**config.mk**
```make
export PLATFORM = sky130hd
export DESIGN_NAME = gpv_vector_sequencer_flat
export DESIGN_NICKNAME = d
export VERILOG_FILES = /design/src/rtl/gpv_vector_sequencer_if.sv /design/src/rtl/gpv_vector_sequencer.sv /design/src/flat_wrapper.sv
export SDC_FILE = /design/constraint.sdc
export NUM_CORES = 2
export LEC_CHECK = 0
export ABC_AREA = 1
export CELL_PAD_IN_SITES_DETAIL_PLACEMENT = 0
export CELL_PAD_IN_SITES_GLOBAL_PLACEMENT = 1
export CORE_MARGIN = 2
export CORE_UTILIZATION = 35
export DETAILED_ROUTE_END_ITERATION = 10
export GPL_ROUTABILITY_DRIVEN = 1
export PLACE_DENSITY = 0.62
export SLEW_MARGIN = 40
export SYNTH_ARGS = -nofsm -noshare
export SYNTH_HDL_FRONTEND = slang
export SYNTH_SLANG_ARGS = --single-unit
```
**constraint.sdc**
```tcl
create_clock -name clk -period 27.3 [get_ports clk]
set_clock_uncertainty 0.15 [all_clocks]
set_input_delay 5.46 -clock clk [delete_from_list [all_inputs] [get_ports clk]]
set_output_delay 5.46 -clock clk [all_outputs]
set_load 0.1 [all_outputs]
```
**src/rtl/gpv_vector_sequencer_if.sv**
```systemverilog
// rtl/gpv_vector_sequencer_if.sv - per-channel request bus for the GPV vector sequencer
interface gpv_vector_sequencer_if #(
  parameter int NUM_CH       = 2,
  parameter int VECTOR_WIDTH = 256,
  parameter int FIELD_MAX    = 64,
  parameter int CNT_W        = 16
);
  localparam int PW = $clog2(VECTOR_WIDTH);

  logic [NUM_CH-1:0]           req_valid;
  logic [NUM_CH-1:0]           req_ready;
  logic [NUM_CH*PW-1:0]        req_start;
  logic [NUM_CH*PW-1:0]        req_end;
  logic [NUM_CH*FIELD_MAX-1:0] req_val;
  logic [NUM_CH*CNT_W-1:0]     req_wait;
  logic [NUM_CH*CNT_W-1:0]     req_pulse;

  modport master (
    output req_valid, req_start, req_end, req_val, req_wait, req_pulse,
    input  req_ready
  );

  modport slave (
    input  req_valid, req_start, req_end, req_val, req_wait, req_pulse,
    output req_ready
  );
endinterface

```
**src/rtl/gpv_vector_sequencer.sv**
```systemverilog
// rtl/gpv_vector_sequencer.sv - multi-channel queued, cycle-scheduled bit-field driver
module gpv_vector_sequencer #(
  parameter int                      VECTOR_WIDTH = 256,
  parameter int                      FIELD_MAX    = 64,
  parameter int                      NUM_CH       = 2,
  parameter int                      DEPTH        = 4,
  parameter int                      CNT_W        = 16,
  parameter logic [VECTOR_WIDTH-1:0] RESET_VAL    = '0
) (
  input  logic                     clk,
  input  logic                     rst,
  gpv_vector_sequencer_if.slave    req,
  output logic [VECTOR_WIDTH-1:0]  vector,
  output logic [NUM_CH-1:0]        ch_busy,
  output logic [NUM_CH-1:0]        done,
  output logic [NUM_CH-1:0]        err
);
  localparam int PW = $clog2(VECTOR_WIDTH);
  localparam int AW = $clog2(DEPTH);
  localparam logic [VECTOR_WIDTH-1:0] ONES = '1;
  localparam logic [PW-1:0]           TOP  = PW'(VECTOR_WIDTH - 1);

  typedef enum logic [1:0] {IDLE, WAIT, APPLY, PULSE} state_t;

  typedef struct packed {
    logic [PW-1:0]        s;
    logic [PW-1:0]        e;
    logic [FIELD_MAX-1:0] v;
    logic [CNT_W-1:0]     w;
    logic [CNT_W-1:0]     p;
  } req_t;

  req_t             mem    [NUM_CH][DEPTH];
  logic [AW-1:0]    wr_ptr [NUM_CH];
  logic [AW-1:0]    rd_ptr [NUM_CH];
  logic [AW:0]      count  [NUM_CH];
  state_t           state  [NUM_CH];
  req_t             cur    [NUM_CH];
  logic [CNT_W-1:0] cnt    [NUM_CH];

  req_t                    in_req   [NUM_CH];
  logic [VECTOR_WIDTH-1:0] fld_mask [NUM_CH];
  logic [VECTOR_WIDTH-1:0] fld_data [NUM_CH];
  logic [NUM_CH-1:0]       in_ok, push, pop, full;
  logic [VECTOR_WIDTH-1:0] next_vec;

  always_comb begin
    req.req_ready = '0;
    ch_busy       = '0;
    in_ok         = '0;
    push          = '0;
    pop           = '0;
    full          = '0;
    for (int ch = 0; ch < NUM_CH; ch++) begin
      in_req[ch].s = req.req_start[ch*PW +: PW];
      in_req[ch].e = req.req_end[ch*PW +: PW];
      in_req[ch].v = req.req_val[ch*FIELD_MAX +: FIELD_MAX];
      in_req[ch].w = req.req_wait[ch*CNT_W +: CNT_W];
      in_req[ch].p = req.req_pulse[ch*CNT_W +: CNT_W];
      in_ok[ch] = !((in_req[ch].e < in_req[ch].s) ||
                    (32'(in_req[ch].e) >= VECTOR_WIDTH) ||
                    (32'(in_req[ch].e) - 32'(in_req[ch].s) + 32'd1 > FIELD_MAX));
      full[ch]          = (count[ch] == (AW+1)'(DEPTH));
      req.req_ready[ch] = !rst && !full[ch];
      push[ch]          = req.req_valid[ch] && req.req_ready[ch] && in_ok[ch];
      pop[ch]           = (state[ch] == IDLE) && (count[ch] != '0);
      ch_busy[ch]       = (state[ch] != IDLE) || (count[ch] != '0);
    end
  end

  // Channels are merged in ascending order so the highest index wins overlapping bits.
  always_comb begin
    next_vec = vector;
    for (int ch = 0; ch < NUM_CH; ch++) begin
      fld_mask[ch] = (ONES << cur[ch].s) & (ONES >> (TOP - cur[ch].e));
      fld_data[ch] = VECTOR_WIDTH'(cur[ch].v) << cur[ch].s;
      if (state[ch] == APPLY)
        next_vec = (next_vec & ~fld_mask[ch]) | (fld_data[ch] & fld_mask[ch]);
      else if (state[ch] == PULSE && cnt[ch] == '0)
        next_vec = (next_vec & ~fld_mask[ch]) | (RESET_VAL & fld_mask[ch]);
    end
  end

  always_ff @(posedge clk) begin
    if (rst) begin
      vector <= RESET_VAL;
      done   <= '0;
      err    <= '0;
      for (int ch = 0; ch < NUM_CH; ch++) begin
        state[ch]  <= IDLE;
        wr_ptr[ch] <= '0;
        rd_ptr[ch] <= '0;
        count[ch]  <= '0;
        cnt[ch]    <= '0;
        cur[ch]    <= '0;
      end
    end else begin
      vector <= next_vec;
      for (int ch = 0; ch < NUM_CH; ch++) begin
        done[ch] <= 1'b0;
        err[ch]  <= req.req_valid[ch] && req.req_ready[ch] && !in_ok[ch];
        if (push[ch]) begin
          mem[ch][wr_ptr[ch]] <= in_req[ch];
          wr_ptr[ch]          <= wr_ptr[ch] + AW'(1);
        end
        count[ch] <= count[ch] + {{AW{1'b0}}, push[ch]} - {{AW{1'b0}}, pop[ch]};
        case (state[ch])
          IDLE: if (pop[ch]) begin
            cur[ch]    <= mem[ch][rd_ptr[ch]];
            cnt[ch]    <= mem[ch][rd_ptr[ch]].w;
            rd_ptr[ch] <= rd_ptr[ch] + AW'(1);
            state[ch]  <= WAIT;
          end
          WAIT: if (cnt[ch] == '0) state[ch] <= APPLY;
                else cnt[ch] <= cnt[ch] - CNT_W'(1);
          APPLY: if (cur[ch].p == '0) begin
            done[ch]  <= 1'b1;
            state[ch] <= IDLE;
          end else begin
            cnt[ch]   <= cur[ch].p - CNT_W'(1);
            state[ch] <= PULSE;
          end
          PULSE: if (cnt[ch] == '0) begin
            done[ch]  <= 1'b1;
            state[ch] <= IDLE;
          end else cnt[ch] <= cnt[ch] - CNT_W'(1);
          default: state[ch] <= IDLE;
        endcase
      end
    end
  end
endmodule

```
**src/flat_wrapper.sv**
```systemverilog
// flat-port wrapper written by rule: the top's interface ports become plain ports
module gpv_vector_sequencer_flat 
#(
  parameter int                      VECTOR_WIDTH = 256,
  parameter int                      FIELD_MAX    = 64,
  parameter int                      NUM_CH       = 2,
  parameter int                      DEPTH        = 4,
  parameter int                      CNT_W        = 16,
  parameter logic [VECTOR_WIDTH-1:0] RESET_VAL    = '0
)
  (clk, rst, vector, ch_busy, done, err, req_req_valid, req_req_start, req_req_end, req_req_val, req_req_wait, req_req_pulse, req_req_ready);
  gpv_vector_sequencer_if #(.NUM_CH(NUM_CH), .VECTOR_WIDTH(VECTOR_WIDTH), .FIELD_MAX(FIELD_MAX), .CNT_W(CNT_W)) req_i ();
  input  logic clk;
  input  logic rst;
  output logic [VECTOR_WIDTH-1:0] vector;
  output logic [NUM_CH-1:0] ch_busy;
  output logic [NUM_CH-1:0] done;
  output logic [NUM_CH-1:0] err;
  input wire logic [$bits(req_i.req_valid)-1:0] req_req_valid;
  input wire logic [$bits(req_i.req_start)-1:0] req_req_start;
  input wire logic [$bits(req_i.req_end)-1:0] req_req_end;
  input wire logic [$bits(req_i.req_val)-1:0] req_req_val;
  input wire logic [$bits(req_i.req_wait)-1:0] req_req_wait;
  input wire logic [$bits(req_i.req_pulse)-1:0] req_req_pulse;
  output wire logic [$bits(req_i.req_ready)-1:0] req_req_ready;
  assign req_i.req_valid = req_req_valid;
  assign req_i.req_start = req_req_start;
  assign req_i.req_end = req_req_end;
  assign req_i.req_val = req_req_val;
  assign req_i.req_wait = req_req_wait;
  assign req_i.req_pulse = req_req_pulse;
  assign req_req_ready = req_i.req_ready;
  gpv_vector_sequencer #(.VECTOR_WIDTH(VECTOR_WIDTH), .FIELD_MAX(FIELD_MAX), .NUM_CH(NUM_CH), .DEPTH(DEPTH), .CNT_W(CNT_W), .RESET_VAL(RESET_VAL)) u_core (.clk(clk), .rst(rst), .req(req_i), .vector(vector), .ch_busy(ch_busy), .done(done), .err(err));
endmodule
```
==> metrics.md <==
| Metric | Value |
|---|---|
| Status | complete, no violations |
| Worst-Skew Late Latency | 0.87 ns |
| 1st-iter DRT viols | 13,700 |
| Chip height | 488 um |
| Clock-pin slew on the worst setup and hold paths | 0.05 ns |
| Via/cell ratio | 6.23 |
| Top cells by area, synth | edfxtp_1 41%, nand2_1 12%, nand3_1 8.8%, dfxtp_1 6.5%, o21ai_0 5.5% |
| Static leakage | 37.5 nW |
| Worst slack at placement | 15.23 ns |
| CP max stage delay | 0.47 ns |
| CP max-delay cell | buf_2 |
| IO Count | 492 |
| WP buf/inv | 2 |
| Synth unique cells | 74 |
| Kind of critical path | input pin to output port |
| Critical path startpoint category | input pin |
| Vias | 88,500 |
| Post-Syn Area per Cell | 7.71 um^2 |
| Share of post-route cells with drive strength above 1 | 9.08% |
| Setup TNS | 0 ns |
| Drt drc | 0 |
| GR Overflow Total | 0 |
| Count of max-cap constraint violations | 0 |
| Asr flop ratio synth | 0% |
| Top Family by Delay on Critical Path | buffers and inverters |
| Max clock buf depth | 3 |
| Largest net degree at the start of global routing | 204 |
| EDFF count, synth | 1,132 |
| Clock sink total | 1,398 |
| Fill count | 24,000 |
| Final worst path period share | 44.1% |
| Total GRT Usage | 45.0% |
| Final instance area | 95,000 um^2 |
| Starting density of the core | 35.3% |
| Clock root buffer master | clkbuf_16 |
| Final setup vio count | 0 |
| H-tree level count | 4 |
| Yosys top cell by area | edfxtp_1 |
| Nets | 11,200 |
| Syn_nets | 10,900 |
| Top fanout value on the critical path | 70 |
| Final Util | 40.8% |
| CP arrival | 6.42 ns |
| Yosys warning total | 0 |
| Die Width | 488 um |
| Final Power | 0.00931 W |
| Die area | 239,000 um^2 |
| DP HPWL | 415 mm |
| RSZ-0062 raised after global routing | false |
| Share of the yosys chip area belonging to registers | 47.9% |
| Cell Area, Synth | 82,100 um^2 |
| Area grow syn2layout | 15.6% |
| Placer Congestion | 1.15 |
| CTS tree | done |
| Cts hold-fix bufs | 0 |
| Final hold viol count | 0 |
| Ys flop type | edfxtp_1 |
| Placement Rows | 177 |
| Worst Slack Setup Final | 15.27 ns |
| Post-CTS sizing | 0 |
| Vias in the first global route | 81,200 |
| Synth Instances | 10,600 |
| Min cycle time layout | 12.03 ns |
| Relative slew slack | 25.3% |
| Global-route wire length before repair | 726 mm |
| Worst vdd ir | 63.6 uV |
| Routed Antenna Nets | 0 |
| Drt pass-1 iters | 10 |
| Core area | 233,000 um^2 |
| Crit path required time | 21.69 ns |
| Post-CTS Setup Repair Bufs | 0 |
| WL per Instance | 38.8 um |
| PortBufs | 491 |
| Initial antenna violation count | 86 |
| Min-Delay Path Class | register to register |
| Worst-path cell chain | buf_8 -> a21oi_1 -> buf_2 |
| PD cells | 98.0 nW/um^2 |
| Yosys reg bits | 1,398 |
| FMAX | 83.1 MHz |
| Reg-to-reg setup timing slack | 21.79 ns |
| Final Max Slew Viols | 0 |
| Cell Area, Placed | 89,200 um^2 |
| CP endpoint kind | output port |
| Post-synth top area share | 41.4% |
| WL final | 551 mm |
| Slew @ Worst Pin | 1.11 ns |
| Inserted Clock Buffers | 161 |
==> final timing paths <==
kind | from | end | cells after the start
worst min register to register | u_core.vector[70] | u_core.vector[70] | 4
worst max register to register | u_core.cur[0][106] | u_core.vector[186] | 16
worst min-delay path | u_core.vector[70] | u_core.vector[70] | 4
worst max-delay path | rst | req_req_ready[1] | 3
==> power by group <==
group	internal [W]	leakage (nW)	switching [W]	total [W]
clock network	0.00123	2.56	0.000973	0.00220
logic	0.000812	22.3	0.00371	0.00452
registers	0.00245	12.6	0.000131	0.00258
total	0.00449	37.5	0.00481	0.00931
==> cell families after synthesis <==
kind of cell	share of synthesized area [%]
and+or+nand+nor	28.9
AOI/OAI and AO/OA	15.0
DFF	47.9
xor gates and xnor gates	0.480
adders and majority gates	0.829
buffers and inverters	6.95
==> layout make-up <==
| type | count | area, um^2 | share of cell area (%) |
|---|---|---|---|
| antenna | 51 | 128 | 0.134 |
| clock buffer | 208 | 4320 | 4.55 |
| clock inverter | 87 | 1040 | 1.09 |
| inverter | 746 | 2850 | 3.00 |
| multi-input combinational | 7832 | 37600 | 39.6 |
| sequential | 1398 | 39300 | 41.4 |
| tap | 3132 | 3920 | 4.13 |
| timing repair buffer | 745 | 5820 | 6.13 |
==> sequential cells by signal, summed over array words and instances (netlist names) <==
name           count
u_core.err         2
u_core.state       4
u_core.wr_ptr      4
u_core.vector    256
u_core.rd_ptr      4
u_core.count       6
u_core.cur       192
u_core.cnt        32
u_core.mem       896
u_core.done        2
==> stage by stage <==
stage,hold slack [ns],instances
after global routing,0.446,14200
after global placement,0.391,13800
after CTS,0.408,14100
after floorplan,0.293,10600
final,0.404,14200
after detailed placement,0.399,13800
==> synthesized netlist by cell type, types with 83 or more instances <==
cell type,instances
nand2_1,2643
nand3_1,1449
edfxtp_1,1132
nor2_1,1115
o21ai_0,903
inv_1,701
a21oi_1,484
clkbuf_1,383
dfxtp_1,266
o22ai_1,210
o21ai_1,158
buf_1,127
buf_2,118
a211oi_1,104
nand4_1,96
nor3_1,83
==> worst reg2reg max path: stages, from the launching register on <==
cell and delay (ns):
edfxtp_1 0.33, buf_4 0.36, buf_4 0.59, inv_2 0.49, buf_4 0.42, nand2_1 0.68
inv_1 0.39, nor2_2 0.46, inv_1 0.08, nor2_1 0.56, a21oi_1 0.37, inv_1 0.18
nor2_1 0.05, nand2_1 0.08, nand2_1 0.06, nand2_1 0.06, a21oi_1 0.06
==> layer usage <==
layer | GRT usage [%] | vias to the layer above | wire length (um)
met5 | 0 | - | 319
met4 | 39.8 | 44 | 59300
met1 | 55.3 | 43100 | 209000
met2 | 61.6 | 6376 | 218000
met3 | 16.2 | 1583 | 64800
li1 | - | 37300 | -
==> layout by cell type (no fill, tap or decap), drive strengths merged, types with 12 or more instances in the layout <==
cell,count
or2,55
nand3,1457
edfxtp,1132
a221oi,45
xnor2,15
xor2,30
a211oi,105
and2,20
o21a,12
o21ai,1067
diode,51
clkbuf,211
inv,730
o22ai,210
o211ai,81
clkinvlp,12
nand3b,18
nand2,2655
ha,48
a32o,15
nor3,86
nand4,98
nor4,32
dfxtp,266
a21oi,484
buf,516
o221ai,35
nor2,1151
o31ai,42
clkdlybuf4s50,226
clkinv,81
Note: power is estimated with default switching activity, not from simulation.
